==> src/rtl/alu_share_pkg.sv <==
// Shared types and constants for the two-requester ALU sharing controller.
package alu_share_pkg;

  localparam int DEF_WIDTH = 4;
  localparam int DEF_OP_W  = 3;

  typedef enum logic [1:0] {IDLE, EXEC, RESP} stateT;

  // Opcode bits are {L,M,N} on the ALU
  localparam logic [DEF_OP_W-1:0] OP_BSUBA = 3'b000;
  localparam logic [DEF_OP_W-1:0] OP_NEGB  = 3'b001;
  localparam logic [DEF_OP_W-1:0] OP_ADD   = 3'b010;
  localparam logic [DEF_OP_W-1:0] OP_SUB   = 3'b011;
  localparam logic [DEF_OP_W-1:0] OP_AND   = 3'b100;
  localparam logic [DEF_OP_W-1:0] OP_OR    = 3'b101;
  localparam logic [DEF_OP_W-1:0] OP_MUL   = 3'b110;
  localparam logic [DEF_OP_W-1:0] OP_XOR   = 3'b111;

endpackage

==> src/rtl/alu_share_ctrl_arb.sv <==
// Two-way round-robin grant: on a tie the requester that did not win last time wins.
module rr_arb2 (
  input  logic [1:0] reqValid,
  input  logic       rrLast,
  output logic [1:0] grant,
  output logic       grantIdx
);

  always_comb begin
    grantIdx = 1'b0;
    unique case (reqValid)
      2'b10:   grantIdx = 1'b1;
      2'b11:   grantIdx = ~rrLast;
      default: grantIdx = 1'b0;
    endcase
    grant[0] = reqValid[0] & ~grantIdx;
    grant[1] = reqValid[1] &  grantIdx;
  end

endmodule

==> src/rtl/alu_share_ctrl.sv <==
// Shares one combinational ALU between two valid/ready requesters, one operation in flight.
module alu_share_ctrl
  import alu_share_pkg::*;
#(
  parameter int WIDTH       = DEF_WIDTH,
  parameter int OP_W        = DEF_OP_W,
  parameter int EXEC_CYCLES = 1
) (
  input  logic               clk,
  input  logic               reset,
  input  logic [1:0]         req_valid,
  output logic [1:0]         req_ready,
  input  logic [2*OP_W-1:0]  req_op,
  input  logic [2*WIDTH-1:0] req_a,
  input  logic [2*WIDTH-1:0] req_b,
  output logic [1:0]         rsp_valid,
  input  logic [1:0]         rsp_ready,
  output logic [WIDTH-1:0]   rsp_result,
  output logic [OP_W-1:0]    alu_op,
  output logic [WIDTH-1:0]   alu_a,
  output logic [WIDTH-1:0]   alu_b,
  input  logic [WIDTH-1:0]   alu_s,
  output logic               busy
);

  localparam logic [3:0] CNT_INIT = 4'(EXEC_CYCLES - 1);

  stateT            state, stateNxt;
  logic             rrLast, gIdx;
  logic [1:0]       arbGrant;
  logic             arbIdx, accept;
  logic [OP_W-1:0]  opReg;
  logic [WIDTH-1:0] aReg, bReg, resReg;
  logic [3:0]       cnt;

  rr_arb2 uArb (
    .reqValid (req_valid),
    .rrLast   (rrLast),
    .grant    (arbGrant),
    .grantIdx (arbIdx)
  );

  always_comb begin
    stateNxt  = state;
    req_ready = '0;
    rsp_valid = '0;
    accept    = 1'b0;
    unique case (state)
      IDLE: begin
        req_ready = arbGrant;
        if (|req_valid) begin
          accept   = 1'b1;
          stateNxt = EXEC;
        end
      end
      EXEC: if (cnt == 4'd0) stateNxt = RESP;
      RESP: begin
        rsp_valid[gIdx] = 1'b1;
        // only the granted requester's ready completes the response
        if (rsp_ready[gIdx]) stateNxt = IDLE;
      end
      default: stateNxt = IDLE;
    endcase
  end

  always_ff @(posedge clk) begin
    if (reset) begin
      state  <= IDLE;
      rrLast <= 1'b1;
      gIdx   <= 1'b0;
      opReg  <= '0;
      aReg   <= '0;
      bReg   <= '0;
      resReg <= '0;
      cnt    <= '0;
    end else begin
      state <= stateNxt;
      if (accept) begin
        opReg  <= arbIdx ? req_op[2*OP_W-1:OP_W]  : req_op[OP_W-1:0];
        aReg   <= arbIdx ? req_a[2*WIDTH-1:WIDTH] : req_a[WIDTH-1:0];
        bReg   <= arbIdx ? req_b[2*WIDTH-1:WIDTH] : req_b[WIDTH-1:0];
        rrLast <= arbIdx;
        gIdx   <= arbIdx;
        cnt    <= CNT_INIT;
      end else if (state == EXEC) begin
        if (cnt == 4'd0) resReg <= alu_s;
        else             cnt    <= cnt - 4'd1;
      end
    end
  end

  // Operand registers only change on accept, so the ALU inputs are quiet outside EXEC
  assign alu_op     = opReg;
  assign alu_a      = aReg;
  assign alu_b      = bReg;
  assign rsp_result = resReg;
  assign busy       = (state != IDLE);

endmodule

==> config.mk <==
export PLATFORM = sky130hd
export DESIGN_NAME = alu_share_ctrl
export DESIGN_NICKNAME = d
export VERILOG_FILES = /design/src/rtl/alu_share_pkg.sv /design/src/rtl/alu_share_ctrl_arb.sv /design/src/rtl/alu_share_ctrl.sv
export SDC_FILE = /design/constraint.sdc
export NUM_CORES = 1
export LEC_CHECK = 0
export CORE_MARGIN = 2
export CORE_UTILIZATION = 40
export DETAILED_ROUTE_END_ITERATION = 8
export PLACE_DENSITY = 0.88
export RECOVER_POWER = 50
export SLEW_MARGIN = 10
export SYNTH_ARGS = -nofsm -noshare
export SYNTH_HDL_FRONTEND = slang
export SYNTH_HIERARCHICAL = 1
export SYNTH_SLANG_ARGS = --single-unit
==> constraint.sdc <==
create_clock -name clk -period 1.6 [get_ports clk]
set_input_delay 0.16 -clock clk [delete_from_list [all_inputs] [get_ports clk]]
set_output_delay 0.16 -clock clk [all_outputs]
set_load 0.05 [all_outputs]
======== Word level (Yosys, flattened, before mapping) ========
Index checks and enable logic that the tools add are counted.
storage, ports and cells
  bits of input ports ..................... 32
  register bits after elaboration ......... 23
  logic and storage cells ................. 49
  output and inout port bits .............. 20
operators by class
  equality and inequality tests ........... 7
  reduce and logical (&&, ||, !) cells .... 9
  mux-type cells .......................... 16
  order comparisons ....................... 2
  bitwise operators ....................... 6
  add/sub/neg operators ................... 1
operators with widths
  operator               number
  $mux W2                5
  $mux W4                2
  $eq A2 B2 Y1 const B   3
  $pmux W2 S3            1
  $reduce_and A3 Y1      2
  $mux W1                5
  $logic_not A4 Y1       1
  $ne A2 B2 Y1 const B   2
  $not A1 Y1             4
  $reduce_or A2 Y1       2
  $sub A4 B1 Y4 const B  1
  $mux W3                1
  $and A1 B1 Y1          2
  $eq A2 B1 Y1 const B   1
  $logic_not A2 Y1       1
  $lt A1 B2 Y1 const B   1
  $ne A2 B1 Y1 const B   1
  $pmux W1 S2            1
  $reduce_and A2 Y1      1
  $reduce_bool A2 Y1     1
  $demux W1 S1           1
  $ge A1 B1 Y1 const B   1
  $logic_and A1 B1 Y1    1

======== Logic depth before layout (Yosys ltp) ========
  word-level depth ........................ 5
  depth in mapped cells ................... 5
  mapped depth without buffers ............ 5

======== Cells and area by module ========
The synthesis kept the hierarchy.
modules (own cells, without submodules)
  module          cells an instance  instances  area each (µm²)  sequential area each (µm²)
  alu_share_ctrl  115                1          1,077.3          460.4
  rr_arb2         4                  1          26.3             0.0

======== Worst setup path before layout ========
No wires, ideal clock.
  path type ............................... reg-to-output
  start point ............................. register state[1]
  end point ............................... output rsp_valid[0]
  path slack .............................. -0.104 ns
  data required time ...................... 1.440 ns
  path buffers ............................ 0
  arrival ................................. 1.544 ns
  stages on the path, launching flop included .. 2
  cells stage by stage .................... dfxtp_1 > nor3b_1
on the way
  word-level cells in the longest chain between the ends .. 2
ends and longest elaborated chain
  what                    RTL line              RTL
  from (decl)             alu_share_ctrl.sv:28  stateT state, stateNxt;
  from (signal assigned)  alu_share_ctrl.sv:77  state <= stateNxt;
  $eq A2 B2 Y1            alu_share_ctrl.sv:48  unique case (state)
  $mux W2                 alu_share_ctrl.sv:48
  to (decl)               alu_share_ctrl.sv:16  output logic [1:0] rsp_valid,
Every way passes these cells.

======== Worst setup path in the final report ========
  start point ............................. register cnt[0]
  end point ............................... register cnt[3]
on the way
  word-level cells in the longest chain between the ends .. 3
  elaborated cells between the ends (all ways) .. 4
  those cells by class .................... add/sub (1); bitwise (1); reduce/logical (2)
ends and longest elaborated chain
  what                                                   RTL line              RTL
  from (decl)                                            alu_share_ctrl.sv:34  logic [3:0] cnt;
  from (signal assigned)                                 alu_share_ctrl.sv:87  else cnt <= cnt - 4'd1;
  branches (longest 3 deep; another with $sub A4 B1 Y4)  -
Parallel ways; which one is timed is not known.
A chain may end at the register's enable or synchronous reset.

==> run summary <==
The detailed-route DRC error count is 0. The number of buffers inserted during clock tree synthesis came out at 3. The aggregate global-route resource usage came out at 16.31%. The overall routed net length is 2576 um.

The worst hold path belongs to the class in -> reg. The critical path is of the reg -> reg type. The via count is 1065. The transition time at the pin with the least slew margin came out at 0.6169 ns. The setup violation total in the final timing report came out at 0.

The async set or reset register ratio after synthesis came out at 0%. The root buffer cell is sky130_fd_sc_hd__clkbuf_4. The wire length of the first global-routing pass came out at 4222 um.

The total global routing overflow is 0. The worst path setup slack after routing is 0.07647 ns. The height of the chip came out at 56.53 um. In this run the mean area of a mapped cell was 9.274 um2. 0 antenna diodes ended up in the layout. The data arrival time of the worst path came out at 1.76 ns. The share of post-route cells with drive strength above 1 came out at 14.12%. The number of global-route vias before repair came out at 1035. The final number of hold-violating endpoints came to 0.

The clock latency at the later pin of the worst-skew pair came out at 0.30 ns. The post-route clock skew is 0.006069 ns. The post-synth design cell area is 1104 um2. For this run, the post-layout net count is 204. The horizontal die dimension came out at 56.53 um.

Across the run, the number of max-cap violations was 0. The initial antenna violation count came out at 0. The number of hold buffers added after CTS was 0. The number of input and output port buffers inserted is 51.

The share of synthesized area occupied by flip-flops and latches came out at 41.72%. The max-slew violation count is 0. During I/O placement, the number of pins put on the boundary was 52. The peak supply drop is 572.1 uV.

The first-pass iteration count of the detailed router came out at 4. The flow ran to the end, and the final reports show no timing, DRC or antenna violations. The gate count after technology mapping came out at 119. Once placement finished, the instance area stood at 1638 um2. STA classifies the critical path endpoint as a flip-flop. In the synthesized netlist, the cells that appear most often are sky130_fd_sc_hd__dfxtp_1 (23), sky130_fd_sc_hd__a21oi_1 (19), sky130_fd_sc_hd__a211oi_1 (13), sky130_fd_sc_hd__mux2i_1 (12), sky130_fd_sc_hd__o21ai_0 (9). The post-layout instance area is 1619 um2. In this run the biggest area consumer among cell types represents 41.72% of the synthesized area.

The placement row count is 19. The routed length per instance came out at 12.82 um. The initial standard-cell utilization of the core came out at 41.08%. The total clock sinks came out at 23. In this run the static leakage power is 0.0006096 uW. In this run the remaining antenna-violating nets after routing total 0. In the finished design, the share of the clock period the worst path needs comes to 95.22%.

OpenSTA, run right after detailed placement, puts the worst setup slack at -0.06572 ns. In the synthesized netlist the dominant register cell turns out to be sky130_fd_sc_hd__dfxtp_1. The critical path required time is 1.84 ns. The count of distinct cell types in the synthesized netlist came out at 31. The area overhead of the layout relative to synthesis is 46.71%. The number of nets produced by synthesis came out at 152. The shortest clock period the worst path allows after layout is 1.524 ns. The placer congestion estimate is 0.7873.

The buffers inserted during post-CTS setup optimization is 0. The largest total area in the synthesized netlist belongs to sky130_fd_sc_hd__dfxtp_1. The number of synthesized register bits came out at 23. For this run, the number of Yosys warnings is 6.

After legalization and detailed placement, the total HPWL measured 2044 um. After detailed routing, the number of vias per cell comes to 5.299. The maximum count of clock buffers along a single path is 2.

In this run the number of H-tree levels came out at 1. The floorplan step defined a die boundary enclosing 3195 um2. The region available for standard cell placement spans 2686 um2. After synthesis, the cell types taking the most area are sky130_fd_sc_hd__dfxtp_1 (42%), sky130_fd_sc_hd__mux2i_1 (11%), sky130_fd_sc_hd__a211oi_1 (8.8%), sky130_fd_sc_hd__a21oi_1 (8.6%), sky130_fd_sc_hd__o21ai_0 (4.1%). The power per cell area came out at 912.5 nW/um2.

The largest driver fanout on the critical path is 8. The number of DRC violations after detailed-routing iteration 0 is 8. The remaining max-slew budget at the tightest pin came out at 59.05%. Entering global routing, the biggest net connects 16 pins. The clock-pin slew reported for the worst setup and hold paths after clock tree synthesis is 0.12 ns. The worst setup path is launched from a flip-flop. The synthesized design contains 0 enable-type register cells. The leading cell type by number of instances after synthesis is sky130_fd_sc_hd__dfxtp_1.

TritonCTS built the clock tree. The upper clock frequency limit is 656.4 MHz.
cells by family after synthesis:
family | share of synthesized area (%)
adders and majority gates | 1.134
and+or+nand+nor | 14.74
AOI/OAI and AO/OA | 25.96
buffers and inverters | 5.554
DFF | 41.72
muxes | 10.88
what timing repair did:
item                                    4_1_cts  5_1_grt
cloned                                        0        0
resized for setup                             1        5
endpoints found under the setup margin        2       17
pin swaps                                     0        1
where the power goes:
part	total [uW]	internal [uW]	switching, uW
Combinational	555	206	349
Clock	257	92.9	164
Sequential	665	628	37.4
layer usage:
metal / part of all wire (%) / track usage [%]
met5: 0 / 0
met4: 0.58 / 7.143
met3: 5.5 / 3.456
met2: 49 / 27.91
met1: 45 / 19.46
cell usage in the layout, fill, tap and decap left out, types with 3 or more instances in the layout:
master and n:
sky130_fd_sc_hd__o21ai_0 8, sky130_fd_sc_hd__buf_12 4, sky130_fd_sc_hd__clkbuf_4 3, sky130_fd_sc_hd__a211oi_1 13, sky130_fd_sc_hd__inv_1 4, sky130_fd_sc_hd__dfxtp_1 22
sky130_fd_sc_hd__clkbuf_1 15, sky130_fd_sc_hd__a21oi_1 19, sky130_fd_sc_hd__nand3_1 6, sky130_fd_sc_hd__clkdlybuf4s50_1 31, sky130_fd_sc_hd__mux2i_1 12
sequential cells by signal, indices dropped and copies added, names as in the netlist:
name	cells
rrLast	1
gIdx	1
alu_op	3
alu_a	4
cnt	4
rsp_result	4
state	2
alu_b	4
cell type report:
class,instances,area (um2)
fillers,246,1067
multi-input cells,84,596.8
repair buffers,54,475.5
flip-flops and latches,23,461.7
well taps,31,38.79
clock buffers,3,22.52
inverters,5,18.77
clock inverters,1,5.005
worst paths after layout:
kind                               startpoint             to  slack (ns)  depth (start not counted)
worst min-delay path                 alu_s[3]  rsp_result[3]        0.42                          3
worst max register to register         cnt[0]         cnt[3]        0.08                          5
worst min register to register  rsp_result[1]  rsp_result[1]        0.49                          2
worst max-delay path                   cnt[0]         cnt[3]        0.08                          5
critical path, stage by stage, from the launching register on:
cell and delay, ns:
sky130_fd_sc_hd__dfxtp_1 0.37, sky130_fd_sc_hd__inv_1 0.07, sky130_fd_sc_hd__ha_1 0.23, sky130_fd_sc_hd__nor3b_4 0.19, sky130_fd_sc_hd__or4_1 0.48, sky130_fd_sc_hd__a21oi_1 0.14
per-stage QoR:
step	setup TNS [ns]	util, %	power, uW	hold WS (ns)	cells
3_5_place_dp	-0.5993	60.97	1271	0.4796	197
5_1_grt	-0.01324	60.27	1548	0.4141	201
6_report	0	60.27	1477	0.4192	201
3_3_place_gp	-0.09790	60.97	1257	0.4658	197
2_1_floorplan	0	-	1048	0.3077	119
4_1_cts	0	62.13	1526	0.4155	201
No activity file was read; power rests on OpenSTA's default activity.
